### src/rtl/song_sequencer.sv
// song_sequencer: walks a 4 x 32 synchronous-read song ROM and hands (note, duration)
// pairs to the note player, one load strobe per entry, waiting for the player in between.
module song_sequencer (
  input  logic        clk,
  input  logic        reset,
  input  logic        play,
  input  logic [1:0]  song,
  input  logic        note_done,
  output logic [6:0]  rom_addr,
  input  logic [11:0] rom_data,
  output logic [5:0]  note_to_load,
  output logic [5:0]  duration_to_load,
  output logic        load_new_note,
  output logic        song_done
);

  typedef enum logic [2:0] {
    IDLE,
    FETCH,
    DATA,
    ISSUE,
    GUARD,
    WAIT,
    END,
    HOLD
  } state_t;

  state_t      state_reg;
  logic [1:0]  song_q_reg;
  logic [4:0]  note_idx_reg;
  logic        last_reg;

  assign rom_addr = {song_q_reg, note_idx_reg};

  always_ff @(posedge clk or posedge reset) begin
    if (reset) begin
      state_reg        <= IDLE;
      song_q_reg       <= 2'd0;
      note_idx_reg     <= 5'd0;
      last_reg         <= 1'b0;
      note_to_load     <= 6'd0;
      duration_to_load <= 6'd0;
      load_new_note    <= 1'b0;
      song_done        <= 1'b0;
    end else begin
      // Strobes are set on the transition into ISSUE / END so they last one cycle.
      load_new_note <= 1'b0;
      song_done     <= 1'b0;
      case (state_reg)
        IDLE: begin
          if (play && note_done) begin
            song_q_reg   <= song;
            note_idx_reg <= 5'd0;
            last_reg     <= 1'b0;
            state_reg    <= FETCH;
          end
        end
        FETCH: state_reg <= DATA;
        DATA: begin
          if (rom_data[5:0] == 6'd0) begin
            song_done <= 1'b1;
            state_reg <= END;
          end else begin
            note_to_load     <= rom_data[11:6];
            duration_to_load <= rom_data[5:0];
            load_new_note    <= 1'b1;
            state_reg        <= ISSUE;
          end
        end
        ISSUE: begin
          last_reg     <= (note_idx_reg == 5'd31);
          note_idx_reg <= note_idx_reg + 5'd1;
          state_reg    <= GUARD;
        end
        // The player still reports done while capturing the load, so skip one cycle.
        GUARD: state_reg <= WAIT;
        WAIT: begin
          if (note_done && play) begin
            if (last_reg) begin
              song_done <= 1'b1;
              state_reg <= END;
            end else begin
              state_reg <= FETCH;
            end
          end
        end
        END: begin
          note_idx_reg <= 5'd0;
          state_reg    <= HOLD;
        end
        HOLD: begin
          if (!play) state_reg <= IDLE;
        end
        default: state_reg <= IDLE;
      endcase
    end
  end

endmodule

### config.mk
export PLATFORM = sky130hd
export DESIGN_NAME = song_sequencer
export DESIGN_NICKNAME = d
export VERILOG_FILES = /design/src/rtl/song_sequencer.sv
export SDC_FILE = /design/constraint.sdc
export NUM_CORES = 1
export LEC_CHECK = 0
export BUFFER_PORTS_ARGS = -buffer_cell sky130_fd_sc_hd__buf_2
export CORE_MARGIN = 4
export CORE_UTILIZATION = 53
export CTS_CLUSTER_SIZE = 12
export DETAILED_ROUTE_END_ITERATION = 10
export HOLD_SLACK_MARGIN = 0.15
export PLACE_DENSITY_LB_ADDON = 0.25
export SLEW_MARGIN = 40
export SYNTH_ARGS = -nofsm -noshare
export SYNTH_HDL_FRONTEND = slang
export SYNTH_SLANG_ARGS = --single-unit
### constraint.sdc
create_clock -name clk -period 3.2 [get_ports clk]
set_clock_uncertainty 0.1 [all_clocks]
set_input_delay 0.32 -clock clk [delete_from_list [all_inputs] [get_ports clk]]
set_output_delay 0.32 -clock clk [all_outputs]
set_load 0.05 [all_outputs]
==> results of run 1 <==
cell usage in the layout (no fill, tap or decap), drive strengths merged, types with 2 or more instances in the layout:
| master | synthesis | final |
|---|---|---|
| dlygate4sd3 | 0 | 15 |
| nor2b | 2 | 2 |
| nand3 | 2 | 2 |
| o21ai | 2 | 2 |
| nor2 | 6 | 6 |
| a21oi | 2 | 2 |
| buf | 2 | 38 |
| o2bb2ai | 3 | 3 |
| a22o | 3 | 3 |
| dfrtp | 25 | 25 |
| a32o | 2 | 2 |
| nand2 | 6 | 6 |
| nand4b | 2 | 2 |
| o211ai | 4 | 4 |
| inv | 4 | 4 |
| ha | 2 | 2 |
| mux2 | 14 | 14 |
| clkbuf | 3 | 3 |
critical path, delay by kind of cell:
family,cells,cell delay (ns)
mux,1,0.38
buf+inv,2,0.66
simple gates,1,0.65
compound gates,1,0.29
synth_stat cells:
| master | instances | area [um^2] |
|---|---|---|
| dfrtp_1 | 25 | 626 |
| mux2_2 | 7 | 78.8 |
| mux2_4 | 7 | 105 |
| nand2_1 | 6 | 22.5 |
| nor2_1 | 6 | 22.5 |
| inv_1 | 4 | 15.0 |
| o211ai_1 | 4 | 30.0 |
| a22o_1 | 3 | 26.3 |
| clkbuf_1 | 3 | 11.3 |
| o2bb2ai_1 | 3 | 26.3 |
| a32o_1 | 2 | 20.0 |
| buf_6 | 2 | 22.5 |
| ha_1 | 2 | 25.0 |
| nand3_1 | 2 | 10.0 |
| nand4b_1 | 2 | 17.5 |
| nor2b_1 | 2 | 12.5 |
| o21ai_0 | 2 | 10.0 |
| a21boi_0 | 1 | 7.51 |
| a21oi_1 | 1 | 5.00 |
| a21oi_2 | 1 | 8.76 |
| a221oi_1 | 1 | 8.76 |
| a31o_2 | 1 | 8.76 |
| and3_1 | 1 | 6.26 |
| and3b_1 | 1 | 8.76 |
| nand2b_1 | 1 | 6.26 |
| nand3b_1 | 1 | 7.51 |
| nand4_1 | 1 | 6.26 |
| nand4bb_1 | 1 | 11.3 |
| nor4_1 | 1 | 6.26 |
| o21a_1 | 1 | 7.51 |
| o22ai_1 | 1 | 6.26 |
| or3b_4 | 1 | 11.3 |
routing by layer:
metal  track usage, %  vias up  wire [um]
li1                 -      461          -
met1             23.0      465       1150
met2             33.3       39       1500
met3             6.53        6        179
met4             6.60        0         73
met5                0        -          0
how the worst max path moves through the flow:
stage | startpoint | endpoint
floorplan | state_reg[0] | duration_to_load[0]
global placement | state_reg[0] | note_to_load[5]
detailed placement | state_reg[0] | note_to_load[5]
CTS | state_reg[0] | note_to_load[5]
global route | rom_data[0] | note_to_load[4]
finish | rom_data[0] | note_to_load[4]
where the power goes:
part	switching, uW	leakage [uW]	internal (uW)
Sequential	155	0.000306	456
Clock	92.6	0.0000177	46.8
Combinational	655	0.000428	351
metrics by stage:
stage	utilization, %	hold slack [ns]
floorplan	-	0.247
global placement	67.3	0.385
detailed placement	67.3	0.284
CTS	75.4	0.155
global route	76.3	0.247
finish	76.3	0.234
cells by family after synthesis:
family,after synthesis,share of synthesized area [%]
AND/OR/NAND/NOR,26,12.4
flip-flops,25,52.2
AO/OA/AOI/OAI,21,13.8
multiplexers,14,15.4
buffers and inverters,9,4.07
adder cells (fa/ha/maj),2,2.09
cell type report:
class / instances / area (um^2)
inverters: 4 / 15.0
multi-input cells: 63 / 531
clock buffers: 3 / 22.5
well taps: 27 / 33.8
repair buffers: 53 / 340
fillers: 138 / 489
clock inverters: 1 / 5.00
flip-flops and latches: 25 / 626
==> metrics.txt, run 1 <==
Placed Instances=157; Critical Path Source Type=input pin; Max Freq=0.460 GHz; CP Data Required Time=3.32 ns; Worst Setup End Kind=flop; root buffer cell=clkbuf_4; first drt pass iteration count=4; max incr delay on CP=around 0.65 ns; pre-CTS setup slack=0.883 ns; CTS H-tree lvls=1; vias per cell=5.52; RePlAce Congestion=0.803; Hold Crit Depth=3; post-synthesis sequential area ratio=52.2%; Hold Crit Class=input pin to flop; Hold EP=state_reg[0]; Post-CTS Resized=0; antenna-violating nets left=0; largest net degree at the start of global routing=26; GRT Total Usage=between 10% and 20%; final cycle utilization of the critical path=roughly two thirds; first-pass GRT wire length=4820 um; Rel. slew slack=51.3%; initial drt markers=22; hold_sp=play; Max-cap violations=0; r2r setup slk=1.07 ns; Setup TNS Final=0 ns; clk slew on worst S/H paths=0.13 ns; Overflow after GRT=0; Rows=16; Port-buffer cells=38; cts hold-fix bufs=14; Synth Register Bits=25; Die ar.=slightly above 3000 um^2; vias in the first global route=991; fin area=roughly 1600 um^2; mapped cell area=1200 um^2; diodes inserted=0; die height=roughly 56 um; post-route DRC violation count=0; final setup vio count=0; Final Max Slew Viols=0; Post-Synthesis Cells=97; clk buf depth=2; Leakage=0.000752 uW; dpl cell area=1390 um^2; Core Area=2060 um^2; Worst-Skew Late Latency=approximately 0.32 ns; Num CTS Buffers=3; Total Power=roughly 1800 uW; Final Hold Violating Endpoints=0; status=completed; Worst Tran Pin Value=0.723 ns; Ports=39; CP max FO=13; via count=~970; crit path cell chain=dlygate4sd3_1 > buf_2 > nor4_1 > a21oi_4 > mux2_4; Die X=55.5 um; Worst path slowest cell=nor4_1; synthesized net count=117; share of cells above drive strength 1=just over 40%; Final Critical Period=2.18 ns; initial antenna violation count=0; post-synthesis average cell area=12.3 um^2; VDD IR max=between 0.0007 and 0.0008 V; Starting Density=58.1%; Detailed Place HPWL=1920 um; CTS tree=yes; final net count=170; FF-to-FF Start=state_reg[0]; Synth Warn #=0; drt total wl=about 2900 um; Area growth, synth to finish=31.3%; Final WS setup=1.02 ns; Post CTS Setup Buffer Count=0; wire per inst=approximately 16 um; Power Density=approximately 1100 nW/um^2; RSZ-0062 raised after global routing=no; Non-Filler Instances=approximately 180; distinct cell type count after synthesis=32; worst path arrival time=2.29 ns; clk sinks=25; R2R depth=3; reg-to-reg endpoint=duration_to_load[4]; kind of critical path=input pin to flop
(Power assumes the default switching activity.)
==> run 2, diff against run 1 <==
--- a/config.mk
+++ b/config.mk
@@ -7,7 +7,7 @@
 export LEC_CHECK = 0
 export BUFFER_PORTS_ARGS = -buffer_cell sky130_fd_sc_hd__buf_2
 export CORE_MARGIN = 4
-export CORE_UTILIZATION = 53
+export CORE_UTILIZATION = 44
 export CTS_CLUSTER_SIZE = 12
 export DETAILED_ROUTE_END_ITERATION = 10
 export HOLD_SLACK_MARGIN = 0.15
==> constraint.sdc (replaced) <==
create_clock -name clk -period 1.9 [get_ports clk]
set_clock_uncertainty 0.1 [all_clocks]
set_input_delay 0.19 -clock clk [delete_from_list [all_inputs] [get_ports clk]]
set_output_delay 0.19 -clock clk [all_outputs]
set_load 0.05 [all_outputs]
==> run 2 against run 1 <==
  * Critical path depth is 2 higher
  * Combinational power is 82% higher
  * Hold slack improved by 0.097 ns
  * Sequential cell count is the same
  * Cell count rose by 7.4%
  * Non-clock buffer count is 10 higher
  * Wire length is 2.8% lower
  * Core utilization fell by 11 points
  * Clock power rose by 80%
  * Count of clock-buffer cells in the layout unchanged
  * Setup slack got worse by 0.90 ns
  * Sequential power grew 53%
  * Critical endpoint is now note_to_load[0]
  * Largest power group unchanged
==> metrics.txt, run 2 (same netlist as run 1, synthesis figures left out) <==
Die X=60.2 um (+8.3%); GRT Total Usage=17.0% (-2.6 points); kind of critical path=input pin to flop; Detailed Place HPWL=1960 um (+2.4%); max incr delay on CP=0.54 ns (-0.11 ns); metal2 WL=1410 um (-5.6%); WP buf/inv=4 (+2); Critical Path Source Type=input pin; vias in the first global route=1,019 (+2.8%); CP max FO=8 (-5); fin util=65.0% (-11 points); Setup TNS Final=0 ns (unchanged); Port-buffer cells=38 (unchanged); wl on met1=1180 um (+2.7%); first drt pass iteration count=4 (unchanged); CP dominant cell by count=buf_4; worst path arrival time=1.90 ns (-0.39 ns); Max Freq=0.564 GHz; Final Hold Violating Endpoints=0 (unchanged); clk buf depth=2 (unchanged); Worst path slowest cell=dlygate4sd3_1; crit path cell chain=dlygate4sd3_1 > buf_2 > nor4_1 > buf_4 > a21oi_2 > buf_4 > mux2_4; Top delay family on crit path=buffers and inverters; RSZ-0062 raised after global routing=no; Ports=39 (unchanged); Rel. slew slack=76.9% (+26 points); via count=1,019 (+4.9%); final net count=180 (+5.9%); root buffer cell=clkbuf_4; Num CTS Buffers=3 (unchanged); FF-to-FF Start=state_reg[2]; commonest non-fill, non-tap cells in the layout=buf_2, dfrtp_1, dlygate4sd3_1; commonest non-fill, non-tap cell in the layout=buf_2; Core Area=2540 um^2 (+23%); wire length on met3=172 um (-3.9%); Max-cap violations=0 (unchanged); final setup vio count=0 (unchanged); vias per cell=5.39 (-2.3%); RePlAce Congestion=0.880 (+9.5%); Leakage=0.000797 uW (+5.9%); Die ar.=3620 um^2 (+17%); Fillers=200 (+45%); largest net degree at the start of global routing=26 (unchanged); VDD IR max=0.00134 V (+86%); initial antenna violation count=0 (unchanged); Worst Setup End Kind=flop; Final Max Slew Viols=0 (unchanged); die height=60.2 um (+8.3%); status=completed; Power Density=1830 nW/um^2 (+64%); Rows=18 (+2); first-pass GRT wire length=4560 um (-5.5%); antenna-violating nets left=0 (unchanged); CP Data Required Time=2.02 ns (-1.30 ns); Highest Signal Layer=met4; wire per inst=14.9 um (-9.5%); Final Critical Period=1.77 ns; Area growth, synth to finish=38.1%; Hold Crit Class=input pin to async pin; clk sinks=25 (unchanged); initial drt markers=29 (+32%); Worst-Skew Late Latency=0.32 ns (about the same); post-route DRC violation count=0 (unchanged); diodes inserted=0 (unchanged); CTS tree=yes; CTS H-tree lvls=1 (unchanged); final cycle utilization of the critical path=93.4%; CP startpoint=rom_data[0]; Overflow after GRT=0 (unchanged); Total Power=3030 uW (+72%); Worst Tran Pin Value=0.343 ns (-0.380 ns); drt total wl=2820 um (-2.8%); clk slew on worst S/H paths=0.15 ns (+0.02 ns); share of cells above drive strength 1=41.5% (+1.2 points); Starting Density=47.1% (-11 points)
[run 2: worst min-delay path, stage by stage]
cell	delay, ns
dlygate4sd3_1	0.53
buf_2	0.12
inv_1	0.04
buf_4	0.30
[run 2: worst paths after layout]
path	slack, ns	cells after the start	endpoint
max	0.13	7	note_to_load[0]
min	0.33	4	load_new_note
max reg2reg	0.20	4	note_to_load[0]
min reg2reg	0.42	1	note_to_load[5]
max in group asynchronous	1.13	4	note_idx_reg[0]
min in group clk	0.42	1	note_to_load[5]
[run 2: layout make-up]
cell class	instances	area (um^2)	area share (%)
Clock inverter	1	7.51	0.454
Multi-Input combinational cell	63	523	31.6
Clock buffer	3	22.5	1.36
Tap cell	30	37.5	2.27
Inverter	4	15.0	0.908
Sequential cell	25	626	37.8
Timing Repair Buffer	63	423	25.6
[run 2: report_power, final]
part	switching, uW	total [uW]	internal, uW
clock network	170	250	80.5
logic	1180	1840	664
registers	163	932	769
[run 2: through the flow]
stage,setup slack [ns],hold slack (ns),instance area [um^2],cells
after floorplan,0.134,0.117,1200,97
after global placement,0.273,0.152,1440,167
after detailed placement,0.236,0.168,1440,167
after CTS,0.136,0.352,1650,189
after global routing,0.0829,0.381,1650,189
final,0.125,0.331,1650,189
[run 2: repair_timing]
action,CTS,global route
hold endpoints to repair,42,0
gates resized for setup,0,0
setup buffers,0,0
hold buffers,18,0
[run 2: per-layer routing]
layer / vias to the layer above / global-route usage [%]
met5: - / 0
met1: 488 / 20.1
met2: 40 / 29.8
li1: 484 / -
met4: 0 / 6.96
met3: 7 / 3.24
